### src/rtl/gpio_cfg_pkg.sv
// Shared definitions for the per-pad GPIO configuration register:
// field bit positions, word width, state encoding and decoded pad-control bundle.
package gpio_cfg_pkg;

    localparam int GPIO_CFG_W   = 10;

    localparam int CFG_MGMT_ENA = 0;
    localparam int CFG_OUT_DIS  = 1;
    localparam int CFG_HOLD_OVR = 2;
    localparam int CFG_INP_DIS  = 3;
    localparam int CFG_PU       = 4;
    localparam int CFG_PD       = 5;
    localparam int CFG_SLEW     = 6;
    localparam int CFG_SCHMITT  = 7;
    localparam int CFG_DRV_LO   = 8;
    localparam int CFG_DRV_HI   = 9;

    typedef enum logic [0:0] {
        INIT = 1'b0,
        IDLE = 1'b1
    } cfg_state_e;

    typedef struct packed {
        logic       mgmt_ena;
        logic       out_dis;
        logic       hold_ovr;
        logic       inp_dis;
        logic       pu_ena;
        logic       pd_ena;
        logic       slew_fast;
        logic       schmitt_ena;
        logic [1:0] drive_sel;
    } pad_ctrl_t;

    // Pull-up and pull-down fighting would short the pad; pull-up wins.
    function automatic logic pd_effective(input logic pu, input logic pd);
        return pd & ~pu;
    endfunction

endpackage

### src/rtl/gpio_config_shifter_if.sv
// Housekeeping serial daisy-chain link: strobes and data toward a pad register,
// chained data back out toward the next pad.
interface gpio_config_shifter_if;

    logic serial_shift;
    logic serial_data_in;
    logic serial_load;
    logic serial_capture;
    logic serial_data_out;

    modport master (
        output serial_shift,
        output serial_data_in,
        output serial_load,
        output serial_capture,
        input  serial_data_out
    );

    modport slave (
        input  serial_shift,
        input  serial_data_in,
        input  serial_load,
        input  serial_capture,
        output serial_data_out
    );

endinterface

### src/rtl/gpio_cfg_decode.sv
// Combinational decode of a configuration word into pad-cell control fields.
// Also used by the housekeeping readback mirror, so it holds no state.
module gpio_cfg_decode
    import gpio_cfg_pkg::*;
(
    input  logic [GPIO_CFG_W-1:0] cfg_i,
    output pad_ctrl_t             pad_o
);

    assign pad_o.mgmt_ena    = cfg_i[CFG_MGMT_ENA];
    assign pad_o.out_dis     = cfg_i[CFG_OUT_DIS];
    assign pad_o.hold_ovr    = cfg_i[CFG_HOLD_OVR];
    assign pad_o.inp_dis     = cfg_i[CFG_INP_DIS];
    assign pad_o.pu_ena      = cfg_i[CFG_PU];
    assign pad_o.pd_ena      = pd_effective(cfg_i[CFG_PU], cfg_i[CFG_PD]);
    assign pad_o.slew_fast   = cfg_i[CFG_SLEW];
    assign pad_o.schmitt_ena = cfg_i[CFG_SCHMITT];
    assign pad_o.drive_sel   = cfg_i[CFG_DRV_HI:CFG_DRV_LO];

endmodule

### src/rtl/gpio_config_shifter.sv
// Per-pad GPIO configuration register: loads tie-cell defaults after reset,
// then takes serial reconfiguration/readback over the housekeeping daisy chain.
module gpio_config_shifter
    import gpio_cfg_pkg::*;
#(
    parameter int WIDTH = GPIO_CFG_W,
    parameter int CNT_W = 4
) (
    input  logic               wb_clk_i,
    input  logic               wb_rst_i,
    input  logic [WIDTH-1:0]   gpio_defaults,
    gpio_config_shifter_if.slave ser,
    output logic [WIDTH-1:0]   config_q,
    output logic               config_valid,
    output logic               load_err,
    output logic [CNT_W-1:0]   shift_count,
    output logic               mgmt_ena,
    output logic               out_dis,
    output logic               hold_ovr,
    output logic               inp_dis,
    output logic               pu_ena,
    output logic               pd_ena,
    output logic               slew_fast,
    output logic               schmitt_ena,
    output logic [1:0]         drive_sel
);

    localparam logic [CNT_W-1:0] CNT_FULL = CNT_W'(WIDTH);
    localparam logic [CNT_W-1:0] CNT_ONE  = CNT_W'(1);
    localparam logic [CNT_W-1:0] CNT_ZERO = CNT_W'(0);

    cfg_state_e       state_q,     state_d;
    logic [WIDTH-1:0] cfg_q,       cfg_d;
    logic [WIDTH-1:0] shift_reg_q, shift_reg_d;
    logic [CNT_W-1:0] count_q,     count_d;
    logic             valid_q,     valid_d;
    logic             err_q,       err_d;
    pad_ctrl_t        pad_s;

    // State and datapath registers; defaults are deliberately not reset values.
    always_ff @(posedge wb_clk_i or posedge wb_rst_i) begin
        if (wb_rst_i) begin
            state_q     <= INIT;
            cfg_q       <= '0;
            shift_reg_q <= '0;
            count_q     <= CNT_ZERO;
            valid_q     <= 1'b0;
            err_q       <= 1'b0;
        end else begin
            state_q     <= state_d;
            cfg_q       <= cfg_d;
            shift_reg_q <= shift_reg_d;
            count_q     <= count_d;
            valid_q     <= valid_d;
            err_q       <= err_d;
        end
    end

    // Next-state logic: one action per cycle, load > capture > shift.
    always_comb begin
        state_d     = state_q;
        cfg_d       = cfg_q;
        shift_reg_d = shift_reg_q;
        count_d     = count_q;
        valid_d     = valid_q;
        err_d       = err_q;
        case (state_q)
            INIT: begin
                cfg_d       = gpio_defaults;
                shift_reg_d = gpio_defaults;
                valid_d     = 1'b1;
                state_d     = IDLE;
            end
            IDLE: begin
                if (ser.serial_load) begin
                    cfg_d   = shift_reg_q;
                    err_d   = (count_q < CNT_FULL);
                    count_d = CNT_ZERO;
                end else if (ser.serial_capture) begin
                    shift_reg_d = cfg_q;
                    count_d     = CNT_ZERO;
                end else if (ser.serial_shift) begin
                    shift_reg_d = {shift_reg_q[WIDTH-2:0], ser.serial_data_in};
                    // Saturate so long pass-through shifting never wraps.
                    if (count_q == CNT_FULL) begin
                        count_d = count_q;
                    end else begin
                        count_d = count_q + CNT_ONE;
                    end
                end else begin
                    state_d = IDLE;
                end
            end
            default: begin
                state_d = INIT;
            end
        endcase
    end

    gpio_cfg_decode u_decode (
        .cfg_i (cfg_q[GPIO_CFG_W-1:0]),
        .pad_o (pad_s)
    );

    assign config_q            = cfg_q;
    assign config_valid        = valid_q;
    assign load_err            = err_q;
    assign shift_count         = count_q;
    assign ser.serial_data_out = shift_reg_q[WIDTH-1];

    assign mgmt_ena    = pad_s.mgmt_ena;
    assign out_dis     = pad_s.out_dis;
    assign hold_ovr    = pad_s.hold_ovr;
    assign inp_dis     = pad_s.inp_dis;
    assign pu_ena      = pad_s.pu_ena;
    assign pd_ena      = pad_s.pd_ena;
    assign slew_fast   = pad_s.slew_fast;
    assign schmitt_ena = pad_s.schmitt_ena;
    assign drive_sel   = pad_s.drive_sel;

endmodule

### src/flat_wrapper.sv
// flat-port wrapper written by rule: the top's interface ports become plain ports
module gpio_config_shifter_flat import gpio_cfg_pkg::*;
#(
    parameter int WIDTH = GPIO_CFG_W,
    parameter int CNT_W = 4
)
  (wb_clk_i, wb_rst_i, gpio_defaults, config_q, config_valid, load_err, shift_count, mgmt_ena, out_dis, hold_ovr, inp_dis, pu_ena, pd_ena, slew_fast, schmitt_ena, drive_sel, ser_serial_shift, ser_serial_data_in, ser_serial_load, ser_serial_capture, ser_serial_data_out);
  gpio_config_shifter_if ser_i ();
  input  logic wb_clk_i;
  input  logic wb_rst_i;
  input  logic [WIDTH-1:0] gpio_defaults;
  output logic [WIDTH-1:0] config_q;
  output logic config_valid;
  output logic load_err;
  output logic [CNT_W-1:0] shift_count;
  output logic mgmt_ena;
  output logic out_dis;
  output logic hold_ovr;
  output logic inp_dis;
  output logic pu_ena;
  output logic pd_ena;
  output logic slew_fast;
  output logic schmitt_ena;
  output logic [1:0] drive_sel;
  input wire logic [$bits(ser_i.serial_shift)-1:0] ser_serial_shift;
  input wire logic [$bits(ser_i.serial_data_in)-1:0] ser_serial_data_in;
  input wire logic [$bits(ser_i.serial_load)-1:0] ser_serial_load;
  input wire logic [$bits(ser_i.serial_capture)-1:0] ser_serial_capture;
  output wire logic [$bits(ser_i.serial_data_out)-1:0] ser_serial_data_out;
  assign ser_i.serial_shift = ser_serial_shift;
  assign ser_i.serial_data_in = ser_serial_data_in;
  assign ser_i.serial_load = ser_serial_load;
  assign ser_i.serial_capture = ser_serial_capture;
  assign ser_serial_data_out = ser_i.serial_data_out;
  gpio_config_shifter #(.WIDTH(WIDTH), .CNT_W(CNT_W)) u_core (.wb_clk_i(wb_clk_i), .wb_rst_i(wb_rst_i), .gpio_defaults(gpio_defaults), .ser(ser_i), .config_q(config_q), .config_valid(config_valid), .load_err(load_err), .shift_count(shift_count), .mgmt_ena(mgmt_ena), .out_dis(out_dis), .hold_ovr(hold_ovr), .inp_dis(inp_dis), .pu_ena(pu_ena), .pd_ena(pd_ena), .slew_fast(slew_fast), .schmitt_ena(schmitt_ena), .drive_sel(drive_sel));
endmodule
### config.mk
export PLATFORM = sky130hd
export DESIGN_NAME = gpio_config_shifter_flat
export DESIGN_NICKNAME = d
export VERILOG_FILES = /design/src/rtl/gpio_cfg_pkg.sv /design/src/rtl/gpio_config_shifter_if.sv /design/src/rtl/gpio_cfg_decode.sv /design/src/rtl/gpio_config_shifter.sv /design/src/flat_wrapper.sv
export SDC_FILE = /design/constraint.sdc
export NUM_CORES = 1
export LEC_CHECK = 0
export CAP_MARGIN = 20
export CORE_UTILIZATION = 45
export DETAILED_ROUTE_END_ITERATION = 16
export GPL_ROUTABILITY_DRIVEN = 0
export PLACE_DENSITY = 0.75
export SETUP_SLACK_MARGIN = 0.2
export SLEW_MARGIN = 20
export SYNTH_ARGS = -nofsm -noshare
export SYNTH_HDL_FRONTEND = slang
export SYNTH_HIERARCHICAL = 1
export SYNTH_SLANG_ARGS = --single-unit
### constraint.sdc
create_clock -name wb_clk_i -period 1.7 [get_ports wb_clk_i]
set_input_delay 0.17 -clock wb_clk_i [delete_from_list [all_inputs] [get_ports wb_clk_i]]
set_output_delay 0.17 -clock wb_clk_i [all_outputs]
set_load 0.01 [all_outputs]
## Yosys cells after proc, flatten, opt, wreduce, memory -nomap -nowiden

Cells that the tools add are included.

- Flip-flop bits (word level): 27
- Bits of input ports: 16
- Logic and storage cells: 30

- Add/sub/neg operators: 1
- Magnitude comparators: 1
- Equal/unequal tests: 5
- Multiplexer cells: 10
- Bitwise gates (word level): 3
- Reduce and logical (&&, ||, !) cells: 4

Operators by type and width:

| operator | number |
|---|---|
| 2-to-1 mux 10 bit | 4 |
| case mux 10 bit (2 select lines) | 2 |
| 2-to-1 mux 4 bit | 4 |
| inequality test 3 bit, second input constant | 2 |
| adder 4 x 1 -> 4 bit, second input constant | 1 |
| equality test 4 bit, second input constant | 1 |
| < comparator 4 bit, second input constant | 1 |
| inequality test 2 bit, second input constant | 2 |
| AND reduction 2 bit | 2 |
| AND reduction 3 bit | 1 |
| nonzero test 3 bit | 1 |
| inverter 1 bit | 2 |
| AND 1 bit | 1 |

## Longest topological paths before layout

- Word-level depth: 5
- Depth in mapped cells: 5
- Gate-level depth less buffers: 5

## Cells and area by module

The synthesis kept the hierarchy.

Modules (own cells, without submodules):

| module | times used | cells an instance | area an instance (sq um) | seq. area each (sq um) |
|---|---|---|---|---|
| gpio_config_shifter | 1 | 133 | 1422.6 | 675.6 |
| gpio_cfg_decode | 1 | 10 | 81.3 | 0.0 |

## Worst setup path after synthesis

OpenSTA, ideal clock, no wires.

- Path type: reg-to-reg
- Start: register u_core.count_q[0], in the netlist u_core/shift_count[0]
- End: register u_core.count_q[0], in the netlist u_core/shift_count[0]
- Arrival: 999 ps
- Slack: 570 ps
- Stages on the path, launching flop included: 6
- Path buffers: 0
- Period minus slack after synthesis: 1130 ps
- Cell sequence: dfrtp_1 > inv_1 > ha_1 > nand3b_1 > and3_1 > o22ai_1

- Cells in the longest elaborated chain, start to end: 5
- Elaborated cells on any way between the ends: 8
- Classes of those cells: add/sub (1); eq/ne (2); mux (4); reduce/logical (1)

Ends and longest elaborated chain:

| what | line | RTL |
|---|---|---|
| start: declaration | gpio_config_shifter.sv:35 | `logic [CNT_W-1:0] count_q, count_d;` |
| start signal: assignment | gpio_config_shifter.sv:53 | `count_q <= count_d;` |
| adder 4 x 1 -> 4 bit | gpio_config_shifter.sv:88 | `count_d = count_q + CNT_ONE;` |
| 2-to-1 mux 4 bit | gpio_config_shifter.sv:85 | `if (count_q == CNT_FULL) begin` |
| 2-to-1 mux 4 bit | gpio_config_shifter.sv:82 | `end else if (ser.serial_shift) begin` |
| 2-to-1 mux 4 bit | gpio_config_shifter.sv:79 | `end else if (ser.serial_capture) begin` |
| 2-to-1 mux 4 bit | gpio_config_shifter.sv:75 | `if (ser.serial_load) begin` |

Several ways; a longest one is shown, not always the timed one. The select of a mux whose other input is x is not followed.
A chain may end at the register's enable or synchronous reset.

## Final worst setup path

- Start: register u_core.cfg_q[0], in the netlist u_core/config_q[0]
- End: output port mgmt_ena

RTL lines:

| what | line | RTL |
|---|---|---|
| start: declaration | gpio_config_shifter.sv:33 | `logic [WIDTH-1:0] cfg_q, cfg_d;` |
| start signal: assignment | gpio_config_shifter.sv:51 | `cfg_q <= cfg_d;` |
| end: declaration | flat_wrapper.sv:16 | `output logic mgmt_ena;` |

No word-level cell between the ends.

==> impl_metrics.py <==
metrics = {
    "synthesis": {
        "ys_seq_elements": 27,
        "ys_async_sr_fraction_pct": 100,
        "synth_ff_type": "dfrtp_1",
        "ys_warn_count": 6,
        "syn-instance-count": 143,
        "ys_seq_area_share_pct": 44.9,
        "synth_fp_nets": 161,
        "syn_area_mm2": 0.00150,
        "synth_edf_count": 0,
        "yosysUniqueCellTypes": 32,
        "avgSynthCellArea_um2": 10.5,
    },
    "final_layout": {
        "layout_commonest_cell": "dfrtp_1",
        "postLayoutCellArea_mm2": 0.00205,
        "nFillCells": 266,
        "antenna_cells": 0,
        "drive_gt1_share_pct": 16.5,
        "layout_common_cells": "dfrtp_1, clkdlybuf4s50_1, mux2i_1",
        "syn_to_final_growth_pct": 36.4,
        "nNetsFinal": 207,
    },
    "power_and_ir_drop": {
        "p_leak_nw": 1.06,
        "cellPowerDensity_mw_per_mm2": 700,
        "ir_worst_vdd_v": 0.000481,
    },
    "global_routing": {
        "grt_pass1_wl_um": 5460,
        "grt_use_total_pct": 20.6,
        "grt_max_degree": 42,
        "overflow": 0,
        "grt_pass1_vias": 1205,
        "antenna_found_initial": 0,
    },
    "timing": {
        "timing.hold.ws_ns": 0.188,
        "max_slew_margin_pct": 64.7,
        "tightest_slew_ns": 0.529,
        "slew_viol_final": 0,
        "min_period_ns": 1.44,
        "finalHoldViolations": 0,
        "fin_crit_sh_pct": 84.5,
        "setup_viol": 0,
        "setup_ws_ns": 0.263,
        "rsz0062_at_grt": "false",
        "fin_worst_skew_ns": 0.00455,
        "tns_ns": 0,
        "fmax_mhz": 696,
    },
    "setup_path": {
        "reg2regPathDepth": 3,
        "cp_slowest_cell": "clkdlybuf4s50_1",
        "cp_max_fo": 3,
        "arrival_ns": 1.27,
        "cp_num_cells": 1,
        "critPathCaptureType": "primary output",
        "crit_family": "buffers and inverters",
        "cp_slowest_stage_delay_ns": 0.54,
        "required_ns": 1.53,
        "cp_cell_sequence": "clkdlybuf4s50_1",
        "startpoint_type": "flop",
        "critPathKind": "flop to primary output",
        "cp_num_buf_inv": 1,
    },
    "floorplanning": {
        "die_height_um": 59.8,
        "dieWidth_um": 59.8,
        "std_cell_rows": 20,
        "die_area_mm2": 0.00358,
        "ios": 43,
        "start_util_pct": 48.5,
        "fp.coreArea_mm2": 0.00310,
    },
    "placement": {
        "port_buffers": 42,
        "hpwl_um": 2190,
        "dpl_cell_area_mm2": 0.00189,
        "place_worst_setup_slack_ns": 0.0669,
    },
    "clock_tree": {
        "path_clk_slew_ns": 0.15,
        "cts-htree-levels": 1,
        "cts_sinks": 27,
        "clockBufferDepth": 2,
        "cts_buffers": 3,
        "cts_root_buf": "clkbuf_4",
        "insertion_delay_ns": 0.33,
        "tritoncts": "built",
    },
    "job": {
        "drv_cap": 0,
    },
    "detailed_routing": {
        "drtAntennaViolNets": 0,
        "avgRoutedWirePerCell_um": 14.1,
        "firstDrtPassIters": 4,
        "vias_per_cell": 5.22,
        "vias": 1212,
        "drc": 0,
        "drt_iter0_drc": 39,
        "drt_wl_total_um": 3280,
    },
    "run_status": {
        "status": "completed",
    },
    "worst_hold_path": {
        "min_path_type": "input pin to async pin",
    },
}
## cells by family (layout without fill, tap and decap cells)
family,after synthesis,count (layout),share of synthesized area (%)
adders and majority gates,2,2,1.66
AOI/OAI and AO/OA,35,35,18.2
and+or+nand+nor,29,29,10.6
muxes,20,20,13.3
other,1,1,0.249
buffers and inverters,29,74,11.1
DFF,27,27,44.9
## final cells by class
class | count | area, µm² | area share (%)
timing repair buffer | 60 | 593 | 28.9
tap | 44 | 55.1 | 2.68
inverter | 10 | 37.5 | 1.83
clock buffer | 3 | 22.5 | 1.10
multi-input combinational | 87 | 662 | 32.3
clock inverter | 1 | 5.00 | 0.244
sequential | 27 | 677 | 33.0
## stage by stage
step / total power, mW / utilization, % / instances
final: 1.44 / 66.1 / 232
after global routing: 1.52 / 66.1 / 232
after detailed placement: 1.15 / 60.8 / 215
after floorplan: 0.987 / - / 143
after CTS: 1.44 / 63.6 / 227
after global placement: 1.13 / 60.8 / 215
## worst reg2reg max path, stage by stage (launching register included)
cell,delay [ns]
dfrtp_1,0.41
inv_1,0.18
or2_1,0.48
o221ai_2,0.18
## layer usage
metal  track usage, %  routed length [µm]
met2             33.0                1560
met5                0                   0
met3             4.98                 148
met1             27.3                1530
met4             6.64                  44
## flip-flops by register name (all words and copies together), names as in the netlist
| name | flops |
|---|---|
| u_core/config_q | 10 |
| u_core/shift_reg_q | 10 |
| u_core/shift_count | 4 |
| u_core/config_valid | 1 |
| u_core/load_err | 1 |
| u_core/state_q | 1 |
## where the power goes
part | switching, mW | internal, mW
sequential | 0.0471 | 0.698
clock | 0.194 | 0.0885
combinational | 0.183 | 0.225
total | 0.424 | 1.01
## synth_stat cells (3+ instances only)
library cell  count  area [µm²]
o21ai_1           3        15.0
o21ai_0           3        15.0
a31oi_1           4        25.0
buf_4             9        67.6
nor2b_1           3        18.8
inv_1            10        37.5
nand3_1           7        35.0
o21bai_1          4        30.0
a21oi_1           8        40.0
o221ai_2          7         105
buf_2             7        35.0
nor2_1            8        30.0
dfrtp_1          27         676
mux2i_1          20         200
## repair_timing
item | in CTS | in global routing
hold buffers | 0 | 0
endpoints found under the setup margin | 10 | 20
gates resized for setup | 3 | 16
setup buffers | 8 | 5
## worst paths after layout
kind                                    endpoint  slack [ns]                 from
max in group asynchronous     u_core/config_q[4]        1.24             wb_rst_i
hold / removal               u_core/config_valid        0.19             wb_rst_i
setup / recovery                        mgmt_ena        0.26   u_core/config_q[0]
min in group wb_clk_i         u_core/config_q[0]        0.41     gpio_defaults[0]
hold reg to reg              u_core/config_valid        0.49  u_core/config_valid
setup reg to reg           u_core/shift_reg_q[2]        0.32       u_core/state_q
No activity file was read; power rests on OpenSTA's default activity.
